`src/rtl/pmc_pkg.sv`:
```
// Purpose : shared types for param_mode_counter (terminal-count modes, run/halt state).
// Latency : n/a (types only).
// Backpressure: n/a.
package pmc_pkg;

  typedef enum logic [1:0] {
    MODE_WRAP    = 2'd0,
    MODE_ONESHOT = 2'd1,
    MODE_SAT     = 2'd2,
    MODE_RSVD    = 2'd3
  } cnt_mode_t;

  typedef enum logic {
    ST_RUN  = 1'b0,
    ST_HALT = 1'b1
  } pmc_state_t;

endpackage

```
`src/rtl/pmc_reg.sv`:
```
// Purpose : plain WIDTH-bit register, asynchronous active-high reset to zero.
// Latency : 1 cycle from d to q.
// Backpressure: none; loads d on every rising clk edge.
//
// Ports: clk (clock), R (async reset, active high), d (next value), q (registered value).
module pmc_reg #(
  parameter int WIDTH = 4
) (
  input  logic             clk,
  input  logic             R,
  input  logic [WIDTH-1:0] d,
  output logic [WIDTH-1:0] q
);

  always_ff @(posedge clk or posedge R) begin
    if (R) q <= '0;
    else   q <= d;
  end

endmodule

```
`src/rtl/param_mode_counter.sv`:
```
// Purpose : up/down counter with programmable terminal value and wrap/one-shot/saturate modes.
// Latency : 1 cycle from en/load to count change; tc is combinational from count and inputs.
// Backpressure: none; en is the only flow control (and tc is meant to feed a cascaded en).
//
// Ports: clk, R (async active-high reset), en, load, load_val, max_count, dir (0 up / 1 down),
//        mode (cnt_mode_t encoding, 3 behaves as wrap), count (registered), tc (combinational),
//        done (registered, one-shot expired), presc_div (only with PMC_PRESCALE_EN).
// Build option: define PMC_PRESCALE_EN to add a prescaler so the counter advances once per
//        presc_div+1 enabled cycles.
module param_mode_counter
  import pmc_pkg::*;
#(
  parameter int WIDTH      = 4,
  parameter int PRESCALE_W = 4
) (
  input  logic                  clk,
  input  logic                  R,
  input  logic                  en,
  input  logic                  load,
  input  logic [WIDTH-1:0]      load_val,
  input  logic [WIDTH-1:0]      max_count,
  input  logic                  dir,
  input  logic [1:0]            mode,
`ifdef PMC_PRESCALE_EN
  input  logic [PRESCALE_W-1:0] presc_div,
`endif
  output logic [WIDTH-1:0]      count,
  output logic                  tc,
  output logic                  done
);

  generate
    if (WIDTH < 2 || WIDTH > 32 || PRESCALE_W < 1) begin : g_bad_param
      $error("param_mode_counter: WIDTH must be 2..32 and PRESCALE_W >= 1");
    end
  endgenerate

  localparam logic [WIDTH-1:0] ONE = WIDTH'(1);

  pmc_state_t       state, state_nxt;
  cnt_mode_t        mode_e;
  logic [WIDTH-1:0] count_nxt;
  logic             eff_en;
  logic             term;
  logic             run;

  assign mode_e = cnt_mode_t'(mode);

`ifdef PMC_PRESCALE_EN
  logic [PRESCALE_W-1:0] pcnt, pcnt_nxt;

  // Prescaler keeps running in HALT; it only gates when the main counter may step.
  always_comb begin
    pcnt_nxt = pcnt;
    if (load)                   pcnt_nxt = '0;
    else if (en && pcnt == presc_div) pcnt_nxt = '0;
    else if (en)                pcnt_nxt = pcnt + PRESCALE_W'(1);
  end

  pmc_reg #(.WIDTH(PRESCALE_W)) u_pcnt (
    .clk (clk),
    .R   (R),
    .d   (pcnt_nxt),
    .q   (pcnt)
  );

  assign eff_en = en & (pcnt == presc_div);
`else
  assign eff_en = en;
`endif

  // >= rather than == so lowering max_count below the current count still terminates.
  assign term = dir ? (count == '0) : (count >= max_count);
  assign run  = (state == ST_RUN);
  assign tc   = eff_en & run & term;
  assign done = (state == ST_HALT);

  always_comb begin
    count_nxt = count;
    state_nxt = state;
    if (load) begin
      count_nxt = (load_val > max_count) ? max_count : load_val;
      state_nxt = ST_RUN;
    end else if (eff_en && run) begin
      if (!term) begin
        count_nxt = dir ? (count - ONE) : (count + ONE);
      end else begin
        case (mode_e)
          MODE_ONESHOT: state_nxt = ST_HALT;
          MODE_SAT:     count_nxt = count;
          default:      count_nxt = dir ? max_count : '0;  // WRAP and reserved
        endcase
      end
    end
  end

  always_ff @(posedge clk or posedge R) begin
    if (R) state <= ST_RUN;
    else   state <= state_nxt;
  end

  pmc_reg #(.WIDTH(WIDTH)) u_count (
    .clk (clk),
    .R   (R),
    .d   (count_nxt),
    .q   (count)
  );

endmodule

```
`config.mk`:
```
export PLATFORM = sky130hd
export DESIGN_NAME = param_mode_counter
export DESIGN_NICKNAME = d
export VERILOG_FILES = /design/src/rtl/pmc_pkg.sv /design/src/rtl/pmc_reg.sv /design/src/rtl/param_mode_counter.sv
export SDC_FILE = /design/constraint.sdc
export NUM_CORES = 1
export LEC_CHECK = 0
export CORE_MARGIN = 2
export CORE_UTILIZATION = 48
export CTS_BUF_LIST = sky130_fd_sc_hd__clkbuf_16
export DETAILED_ROUTE_END_ITERATION = 12
export PLACE_DENSITY_LB_ADDON = 0.08
export SLEW_MARGIN = 20
export SYNTH_ARGS = -nofsm -noshare
export SYNTH_HDL_FRONTEND = slang
export SYNTH_SLANG_ARGS = --single-unit
```
`constraint.sdc`:
```
create_clock -name clk -period 5.7 [get_ports clk]
set_input_delay 0.57 -clock clk [delete_from_list [all_inputs] [get_ports clk]]
set_output_delay 0.57 -clock clk [all_outputs]
set_load 0.02 [all_outputs]
```
; ---- Word level (Yosys, flattened, before mapping)
; Cells that the tools add are included.
; W data, S select, Z words.
[word_totals]
register_bits = 5
out_inout_bits = 6
wordCells = 32
[op_classes]
n_addsub = 2
magnitude_cmp = 2
n_eq_ne = 3
mux = 12
bitwise = 3
reduce_logical = 8
[ops]
columns = operator, n
row1 = $mux W4, 7
row2 = $reduce_bool A2 Y1, 3
row3 = $mux W1, 5
row4 = $add A4 B1 Y4 const B, 1
row5 = $ge A4 B4 Y1, 1
row6 = $gt A4 B4 Y1, 1
row7 = $logic_not A4 Y1, 1
row8 = $sub A4 B1 Y4 const B, 1
row9 = $ne A3 B3 Y1 const B, 1
row10 = $reduce_and A3 Y1, 1
row11 = $and A1 B1 Y1, 2
row12 = $eq A2 B1 Y1 const B, 1
row13 = $eq A2 B2 Y1 const B, 1
row14 = $reduce_and A2 Y1, 1
row15 = $reduce_or A2 Y1, 1
row16 = $logic_and A1 B1 Y1, 1
row17 = $not A1 Y1, 1

; ---- Logic depth before layout (Yosys ltp)
; Gate-level depths: netlist of the first run.
[depth]
depth_word = 6
mapped_depth = 8
ltp_nobuf = 7

; ---- Modules after synthesis
; A second synthesis of the first run with hierarchy kept.
[unflattened]
hier_cells = 84
area_unflattened_um2 = 708.2
[by_module_without_submodules]
columns = module, n_inst, cells_each, area_each_um2, seq_area_each_um2
row1 = param_mode_counter, 1, 79, 604.3, 25.0
row2 = pmc_reg, 1, 5, 103.8, 100.1

; ---- Worst setup path before layout of the first run
; No wires, ideal clock.
[synth_path]
path_kind = input -> output
startpoint = input max_count[1]
endpoint = output tc
arrival_ps = 1643
required_ps = 5130
path_slack_ps = 3487
cell_stages = 6
cell_sequence = inv_1 ha_1 o211ai_1 o21ai_1 nand2_1 nor2_1
[synth_via]
elab_chain_len = 3
[synth_rtl]
columns = element, line
row1 = start: declaration, param_mode_counter.sv:21  ; input logic [WIDTH-1:0] max_count,
row2 = $ge A4 B4 Y1, param_mode_counter.sv:73  ; assign term = dir ? (count == '0) : (count >= max_count);
row3 = $mux W1, param_mode_counter.sv:73
row4 = $and A1 B1 Y1, param_mode_counter.sv:75  ; assign tc = eff_en & run & term;
row5 = end: declaration, param_mode_counter.sv:28  ; output logic tc,
; No other way between the ends.

; ---- Final worst setup path of the first run
[layout_path]
startpoint = input max_count[3]
endpoint = output tc
; Same word-level chain as after synthesis.

==> impl_metrics.json, run 1 <==
{
  "clk_latency_ps": 230,
  "setup-violations-final": 0,
  "synth_area_leader_cell": "ha_1",
  "syn_nets": 106,
  "grt_pass1_wl_um": 2740,
  "powerDensity_nw_per_um2": 297,
  "clk_path_buf_depth": 2,
  "grt_max_degree": 11,
  "vias": 656,
  "worst_slew_pin_slew_ps": 510,
  "synthArstFlopShare_pct": 100,
  "initial_core_util_pct": 51.3,
  "cts_resized": 0,
  "cts_max_level": 1,
  "drtIter0Drc": 34,
  "dp_cells": 111,
  "holdBufCountCts": 0,
  "antenna_found_initial": 0,
  "grt_pass1_vias": 591,
  "layoutNonFillerInstCount": 115,
  "synth.distinct_cells": 31,
  "post_drt_via_cell_ratio": 5.70,
  "hold_path.class": "input pin to asynchronous set/reset pin",
  "core_area_um2": 1300,
  "synth_edf_count": 0,
  "final_core_util_pct": 73.1,
  "ys_ff_latch": 5,
  "yosys-top-cells-area": "ha_1, dfrtp_1, mux2i_1, inv_1, a21oi_1",
  "port_buffers": 20,
  "ys_top_cells_by_count": "ha_1, inv_1, a21oi_1",
  "ant_nets": 0,
  "num_rows": 13,
  "cts.reportedPaths.clkPinSlew_ps": 30,
  "status": "finished, final reports clean",
  "postCtsSetupRepairBufs": 0,
  "post-route-min-period_ps": 3320,
  "die_x_um": 41.3,
  "grt_usage_pct": 25.4,
  "wirelength_um": 1800,
  "diodes": 0,
  "start_kind": "input pin",
  "drive_gt1_share_pct": 6.00,
  "drc": 0,
  "worst-path-max-fanout": 7,
  "fin_nets": 128,
  "netlist.area_leader.share_pct": 20.6,
  "grt_overflow": 0,
  "worst_ep_required_time_ps": 5130,
  "place_congestion": 0.876,
  "end_kind": "output port",
  "max_freq_mhz": 302,
  "ys_warn_count": 0,
  "relSlewSlack_pct": 66.0,
  "syn2layout_area_growth_pct": 42.6,
  "hold_violations": 0,
  "ctsRootBufferMaster": "clkbuf_16",
  "cp.arrival_ps": 2750,
  "ioPinCount": 21,
  "setup_tns_ps": 0,
  "rsz0062_at_grt": "false",
  "firstDrtPassIters": 4,
  "die_h_um": 41.3,
  "numClockSinks": 5,
  "ir_worst_vdd_v": 0.000223,
  "postSynthAreaPerCell_um2": 8.44,
  "seq_area_frac_synth_pct": 18.8,
  "die_area_um2": 1700,
  "leakage_nw": 0.458,
  "critPathKind": "input pin to output port",
  "synth_area_um2": 667,
  "reg2reg_depth": 7,
  "finalCritPeriodShare_pct": 58.2,
  "cts_buffers": 3,
  "drv_slew": 0,
  "synth.most_common_cell": "ha_1",
  "drv_cap": 0,
  "ys.flop_type": "dfrtp_1",
  "finClkSkew_ps": 0.876,
  "r2r_setup_slack_ps": 3530,
  "synth_cells": 79,
  "dp_hpwl_um": 1310,
  "cts_tree": "done",
  "wl_per_cell_um": 15.6
}
cell type report:
cell class                 count  area (um2)
timing repair buffer          20         200
tap                           15        18.8
multi-input combinational     61         490
clock inverter                 1        3.75
fill                          97         350
sequential                     5         125
inverter                      10        37.5
clock buffer                   3        75.1
flip-flops by register name, summed over array words and instances, names as in the netlist:
signal and flops:
u_count.q 4, done 1
final timing paths:
path / end / startpoint
worst min-delay path: u_count.q[3]$_DFFE_PP0P_ / R
worst max register to register: u_count.q[1]$_DFFE_PP0P_ / u_count.q[0]$_DFFE_PP0P_
max in group asynchronous: u_count.q[0]$_DFFE_PP0P_ / R
worst min register to register: done$_DFFE_PP0P_ / done$_DFFE_PP0P_
worst max-delay path: tc / max_count[3]
min in group clk: done$_DFFE_PP0P_ / done$_DFFE_PP0P_
power breakdown:
group	internal, mW	leakage (nW)	switching, mW
Clock	0.0908	0.0423	0.0228
Combinational	0.0576	0.354	0.0584
Sequential	0.0421	0.0619	0.0109
Total	0.191	0.458	0.0920
placed cells by master, fill, tap and decap left out, types with 2 or more instances in the layout:
cell and count:
o22ai_1 2, inv_1 11, nand2_1 3, clkbuf_16 3, ha_1 11, o21ai_0 5
a21oi_1 7, nor3b_1 3, dfrtp_1 5, mux2i_1 6, nor2_1 3, a211o_1 2
clkdlybuf4s50_1 20, mux2_2 2
metrics by stage:
step / hold WS [ps] / area [um2] / setup slack [ps] / total power [mW]
finish: 570 / 951 / 2380 / 0.283
CTS: 577 / 951 / 2400 / 0.284
floorplan: 349 / 667 / 3490 / 0.125
detailed placement: 539 / 872 / 2390 / 0.167
global placement: 524 / 872 / 2460 / 0.166
global route: 605 / 951 / 2230 / 0.303
cells by family after synthesis:
kind of cell | count (synthesis) | share of synthesized area [%]
XOR/XNOR | 2 | 2.63
adder cells (fa/ha/maj) | 12 | 23.6
AND/OR/NAND/NOR | 16 | 13.1
flip-flops | 5 | 18.8
multiplexers | 8 | 12.4
AO/OA/AOI/OAI | 23 | 21.8
buffers and inverters | 13 | 7.69
per-layer routing:
metal  GRT usage, %  up-vias  wire [um]
li1               -      327          -
met3           3.26        2        103
met5              0        -          0
met2           42.2       25        917
met4           9.68        0         24
met1           33.0      302        751
critical path, stage by stage:
cell	delay, ps
clkdlybuf4s50_1	540
inv_1	90
ha_1	300
o211ai_1	80
o21ai_1	370
nand2_1	90
nor2_1	90
clkdlybuf4s50_1	610
No activity file was read; power rests on OpenSTA's default activity.
==> run 2: changes to the inputs <==
- CORE_UTILIZATION: 48 -> 45
- clock period: 5.7 -> 3.24 ns (I/O delays scaled with it)
==> run 2 against run 1 <==
  * Via count up 0.91%
  * Die area up 6.0%
  * Count of clock-buffer cells in the layout is the same
  * Hold slack worse by 280 ps
  * Clock skew rose by 3.3 ps
  * Wire length is 13% lower
  * Critical path type unchanged
  * Largest power group unchanged
==> impl_metrics.json, run 2 (synthesis results as in run 1) <==
{
  "cts.reportedPaths.clkPinSlew_ps": 30,
  "power.total_uw": 500,
  "post-route-min-period_ps": 2590,
  "cts_tree": "done",
  "path_cells": "clkdlybuf4s50_1, inv_1, ha_1, o211ai_1, o21ai_1, nand2_1, nor2_1, clkdlybuf4s50_1",
  "drtIter0Drc": 10,
  "worst_slew_pin_slew_ps": 453,
  "cts_max_level": 1,
  "postCtsSetupRepairBufs": 0,
  "finClkSkew_ps": 4.21,
  "ioPinCount": 21,
  "critPathKind": "input pin to output port",
  "grt_pass1_vias": 705,
  "ctsRootBufferMaster": "clkbuf_16",
  "fin_nets": 130,
  "seq_power_share_pct": 18.4,
  "drc": 0,
  "syn2layout_area_growth_pct": 44.8,
  "die_area_um2": 1810,
  "final_common_cell": "clkdlybuf4s50_1",
  "grt_usage_pct": 19.9,
  "hold_violations": 0,
  "reg2reg_from": "u_count.q[0]$_DFFE_PP0P_",
  "power_frac_comb_pct": 41.8,
  "grt_max_degree": 11,
  "layoutNonFillerInstCount": 117,
  "p_int_uw": 340,
  "clk_path_buf_depth": 2,
  "start_kind": "input pin",
  "largest_reg_flops": 4,
  "cts_resized": 0,
  "end_kind": "output port",
  "powerDensity_nw_per_um2": 518,
  "diodes": 0,
  "post_drt_via_cell_ratio": 5.66,
  "status": "finished, final reports clean",
  "relSlewSlack_pct": 69.8,
  "finalCritPeriodShare_pct": 80.0,
  "grt_pass1_wl_um": 2840,
  "place_congestion": 0.791,
  "reg2reg_to": "u_count.q[1]$_DFFE_PP0P_",
  "drv_slew": 0,
  "die_x_um": 42.5,
  "vias": 662,
  "cp.arrival_ps": 2270,
  "ir_worst_vdd_v": 0.000480,
  "worst-path-max-fanout": 4,
  "port_buffers": 20,
  "fillCellCount": 107,
  "max_stage_delay_ps": 600,
  "clk_latency_ps": 230,
  "multi_input_area_um2": 490,
  "ant_nets": 0,
  "dp_cells": 113,
  "r2r_setup_slack_ps": 990,
  "cpMostUsedCell": "clkdlybuf4s50_1",
  "drive_gt1_share_pct": 7.84,
  "cts_buffers": 3,
  "wl_per_cell_um": 13.3,
  "rsz0062_at_grt": "false",
  "worst_ep_required_time_ps": 2920,
  "firstDrtPassIters": 4,
  "sw_frac_of_total_pct": 32.1,
  "switching_power_uw": 160,
  "leakage_nw": 0.468,
  "reg2reg_depth": 8,
  "initial_core_util_pct": 49.4,
  "layout_common_cells": "clkdlybuf4s50_1, inv_1, ha_1, a21oi_1, mux2i_1",
  "drv_cap": 0,
  "die_h_um": 42.5,
  "setup_tns_ps": 0,
  "dp_hpwl_um": 1260,
  "num_rows": 13,
  "final_core_util_pct": 71.5,
  "grt_overflow": 0,
  "timing.hold.ws_ps": 292,
  "regArea_um2": 125,
  "numClockSinks": 5,
  "p_clk_share_pct": 39.8,
  "antenna_found_initial": 0,
  "critPathSlowestCell": "clkdlybuf4s50_1",
  "hold_path.class": "input pin to asynchronous set/reset pin",
  "core_area_um2": 1350,
  "setup-violations-final": 0,
  "holdBufCountCts": 0,
  "wirelength_um": 1560,
  "max_freq_mhz": 386,
  "largest_register": "u_count.q"
}
## run 2: cell count changes in the layout (fill, tap and decap cells not counted)
cell   change
buf_4      +2
## run 2: worst max-delay path: cells and delay by family
family / cells / cell delay (ps)
adder cells (fa/ha/maj): 1 / 300
AO/OA/AOI/OAI: 2 / 270
AND/OR/NAND/NOR: 2 / 150
buffers and inverters: 3 / 1230
## run 2: power by group through the flow
| stage | sequential, mW | clock [mW] | combinational, mW |
|---|---|---|---|
| 2_1_floorplan | 0.101 | 0 | 0.120 |
| 3_3_place_gp | 0.0927 | 0 | 0.205 |
| 3_5_place_dp | 0.0927 | 0 | 0.206 |
| 4_1_cts | 0.0920 | 0.200 | 0.209 |
| 5_1_grt | 0.0940 | 0.204 | 0.234 |
| 6_report | 0.0922 | 0.199 | 0.209 |
## run 2: layout make-up
type / instances / share of cell area, %
sequential: 5 / 13.0
clock buffer: 3 / 7.77
inverter: 10 / 3.89
multi-input combinational: 61 / 50.8
tap: 15 / 1.94
clock inverter: 1 / 0.389
timing repair buffer: 22 / 22.3
## run 2: how the worst max path moves through the flow
stage,from,endpoint,slack (ps),depth (start not counted)
after CTS,max_count[3],tc,640,8
after floorplan,u_count.q[0]$_DFFE_PP0P_,u_count.q[1]$_DFFE_PP0P_,1250,7
after global placement,max_count[3],u_count.q[1]$_DFFE_PP0P_,670,9
final,max_count[3],tc,650,8
after global routing,max_count[3],tc,470,8
after detailed placement,max_count[3],u_count.q[1]$_DFFE_PP0P_,620,9
## run 2: metrics by stage
step           setup slack (ps)  area (um2)
3_5_place_dp                622         887
4_1_cts                     644         966
6_report                    648         966
2_1_floorplan              1250         667
5_1_grt                     475         966
3_3_place_gp                672         887
## run 2: per-layer routing
| layer | track usage (%) | wire [um] | vias to the layer above |
|---|---|---|---|
| li1 | - | - | 337 |
| met1 | 24.7 | 724 | 300 |
| met2 | 33.2 | 742 | 21 |
| met3 | 4.31 | 61 | 4 |
| met4 | 7.50 | 29 | 0 |
| met5 | 0 | 0 | - |
==> run 3: changes to the inputs <==
- clock period: 3.24 -> 2.65 ns (I/O delays scaled with it)
==> run 3 against run 2 <==
  * Hold slack worse by 39 ps
  * Critical path depth stayed put
  * Highest routed layer is now met3
  * Largest power group unchanged
  * Clock power is 22% higher
  * Power is 23% higher
  * Via count is 1.1% higher
  * Die area stayed put
  * Largest cell class unchanged
  * Sequential power is 24% higher
  * Clock skew is 0.69 ps lower
  * Final cell count is 2.6% higher
  * Flip-flop and latch count stayed put
==> impl_metrics.json, run 3 (synthesis results as in run 1) <==
{
  "die_area_um2": 1810,
  "grt_pass1_wl_um": 2900,
  "diodes": 0,
  "layoutNonFillerInstCount": 120,
  "dp_hpwl_um": 1380,
  "cts_resized": 0,
  "ant_nets": 0,
  "worst_ep_required_time_ps": 2380,
  "reg2reg_to": "u_count.q[1]$_DFFE_PP0P_",
  "initial_core_util_pct": 49.4,
  "numClockSinks": 5,
  "cts.reportedPaths.clkPinSlew_ps": 30,
  "max_freq_mhz": 407,
  "antenna_found_initial": 0,
  "setup-violations-final": 0,
  "reg2reg_from": "u_count.q[0]$_DFFE_PP0P_",
  "holdBufCountCts": 0,
  "drtIter0Drc": 5,
  "ctsRootBufferMaster": "clkbuf_16",
  "firstDrtPassIters": 4,
  "status": "finished, final reports clean",
  "clk_path_buf_depth": 2,
  "reg2reg_depth": 9,
  "powerDensity_nw_per_um2": 625,
  "final_core_util_pct": 73.2,
  "grt_usage_pct": 20.5,
  "start_kind": "input pin",
  "die_x_um": 42.5,
  "clk_latency_ps": 230,
  "postCtsSetupRepairBufs": 0,
  "final_common_cell": "clkdlybuf4s50_1",
  "syn2layout_area_growth_pct": 48.2,
  "worst_slew_pin_slew_ps": 287,
  "finalCritPeriodShare_pct": 92.7,
  "path_cells": "clkdlybuf4s50_1, inv_1, ha_1, o211ai_1, o21ai_1, nand2_1, nor2_1, clkdlybuf4s50_1",
  "drc": 0,
  "setup_tns_ps": 0,
  "layout_common_cells": "clkdlybuf4s50_1, inv_1, ha_1, a21oi_1, mux2i_1",
  "critPathKind": "input pin to output port",
  "grt_pass1_vias": 665,
  "fillCellCount": 114,
  "crit_start": "max_count[3]",
  "port_buffers": 20,
  "rsz0062_at_grt": "false",
  "post_drt_via_cell_ratio": 5.58,
  "cp_top_family": "buffers and inverters",
  "max_stage_delay_ps": 600,
  "cts_max_level": 1,
  "place_congestion": 0.825,
  "hold_path.class": "input pin to asynchronous set/reset pin",
  "core_area_um2": 1350,
  "relSlewSlack_pct": 80.8,
  "largest_reg_flops": 4,
  "ioPinCount": 21,
  "post-route-min-period_ps": 2460,
  "cpMostUsedCell": "clkdlybuf4s50_1",
  "cp.arrival_ps": 2190,
  "hold_violations": 0,
  "r2r_setup_slack_ps": 590,
  "fin_nets": 133,
  "wirelength_um": 1620,
  "grt_overflow": 0,
  "cp.buffers_inverters": 3,
  "setup_ws_ps": 192,
  "end_kind": "output port",
  "timing.hold.ws_ps": 252,
  "cts_buffers": 3,
  "vias": 669,
  "largest_register": "u_count.q",
  "dpl_worst_slack_ps": 172,
  "die_h_um": 42.5,
  "finClkSkew_ps": 3.52,
  "drive_gt1_share_pct": 10.5,
  "drv_slew": 0,
  "dp_cells": 116,
  "grt_max_degree": 8,
  "leakage_nw": 0.482,
  "worst-path-max-fanout": 4,
  "critPathSlowestCell": "clkdlybuf4s50_1",
  "cts_tree": "done",
  "drv_cap": 0,
  "ir_worst_vdd_v": 0.000556,
  "wl_per_cell_um": 13.5,
  "num_rows": 13
}
[run 3: cell types whose count changed in the layout (fill, tap and decap cells not counted), sizes merged]
cell and change:
buf +3
[run 3: worst register-to-register path: cells and delay by family (launching register included)]
kind / cells / cell delay [ps]
compound gates: 3 / 360
fa+ha+maj: 1 / 280
buf+inv: 3 / 440
flops: 1 / 430
simple gates: 2 / 430
[run 3: final cells by class]
cell class / count / area, um2 / share of cell area, %
Multi-Input combinational cell: 61 / 490 / 49.6
Timing Repair Buffer: 25 / 238 / 24.1
Sequential cell: 5 / 125 / 12.7
Clock buffer: 3 / 75.1 / 7.59
Inverter: 10 / 37.5 / 3.80
Tap cell: 15 / 18.8 / 1.90
Clock inverter: 1 / 3.75 / 0.380
[run 3: metal layers]
metal  GRT usage [%]  vias to the layer above  wire (um)
met2            33.8                       17        797
met4            3.75                        0          0
met5               0                        -          0
li1                -                      342          -
met3            3.88                        0         45
met1            27.9                      310        779
[run 3: worst max path at each step]
stage / slack (ps) / depth (start not counted) / to
2_1_floorplan: 660 / 7 / u_count.q[1]$_DFFE_PP0P_
3_3_place_gp: 210 / 8 / tc
6_report: 190 / 8 / tc
5_1_grt: 70 / 8 / tc
4_1_cts: 180 / 8 / tc
3_5_place_dp: 170 / 8 / tc
[run 3: power breakdown]
group	total, mW	switching (mW)	leakage [nW]	internal (mW)
Sequential	0.114	0.0231	0.0619	0.0905
Clock	0.242	0.0473	0.0423	0.195
Combinational	0.261	0.125	0.377	0.136
Total	0.617	0.196	0.482	0.422
[run 3: through the flow]
| step | instance area (um2) | power [mW] |
|---|---|---|
| detailed placement | 910 | 0.377 |
| global route | 988 | 0.661 |
| global placement | 910 | 0.370 |
| finish | 988 | 0.617 |
| floorplan | 667 | 0.270 |
| CTS | 988 | 0.622 |
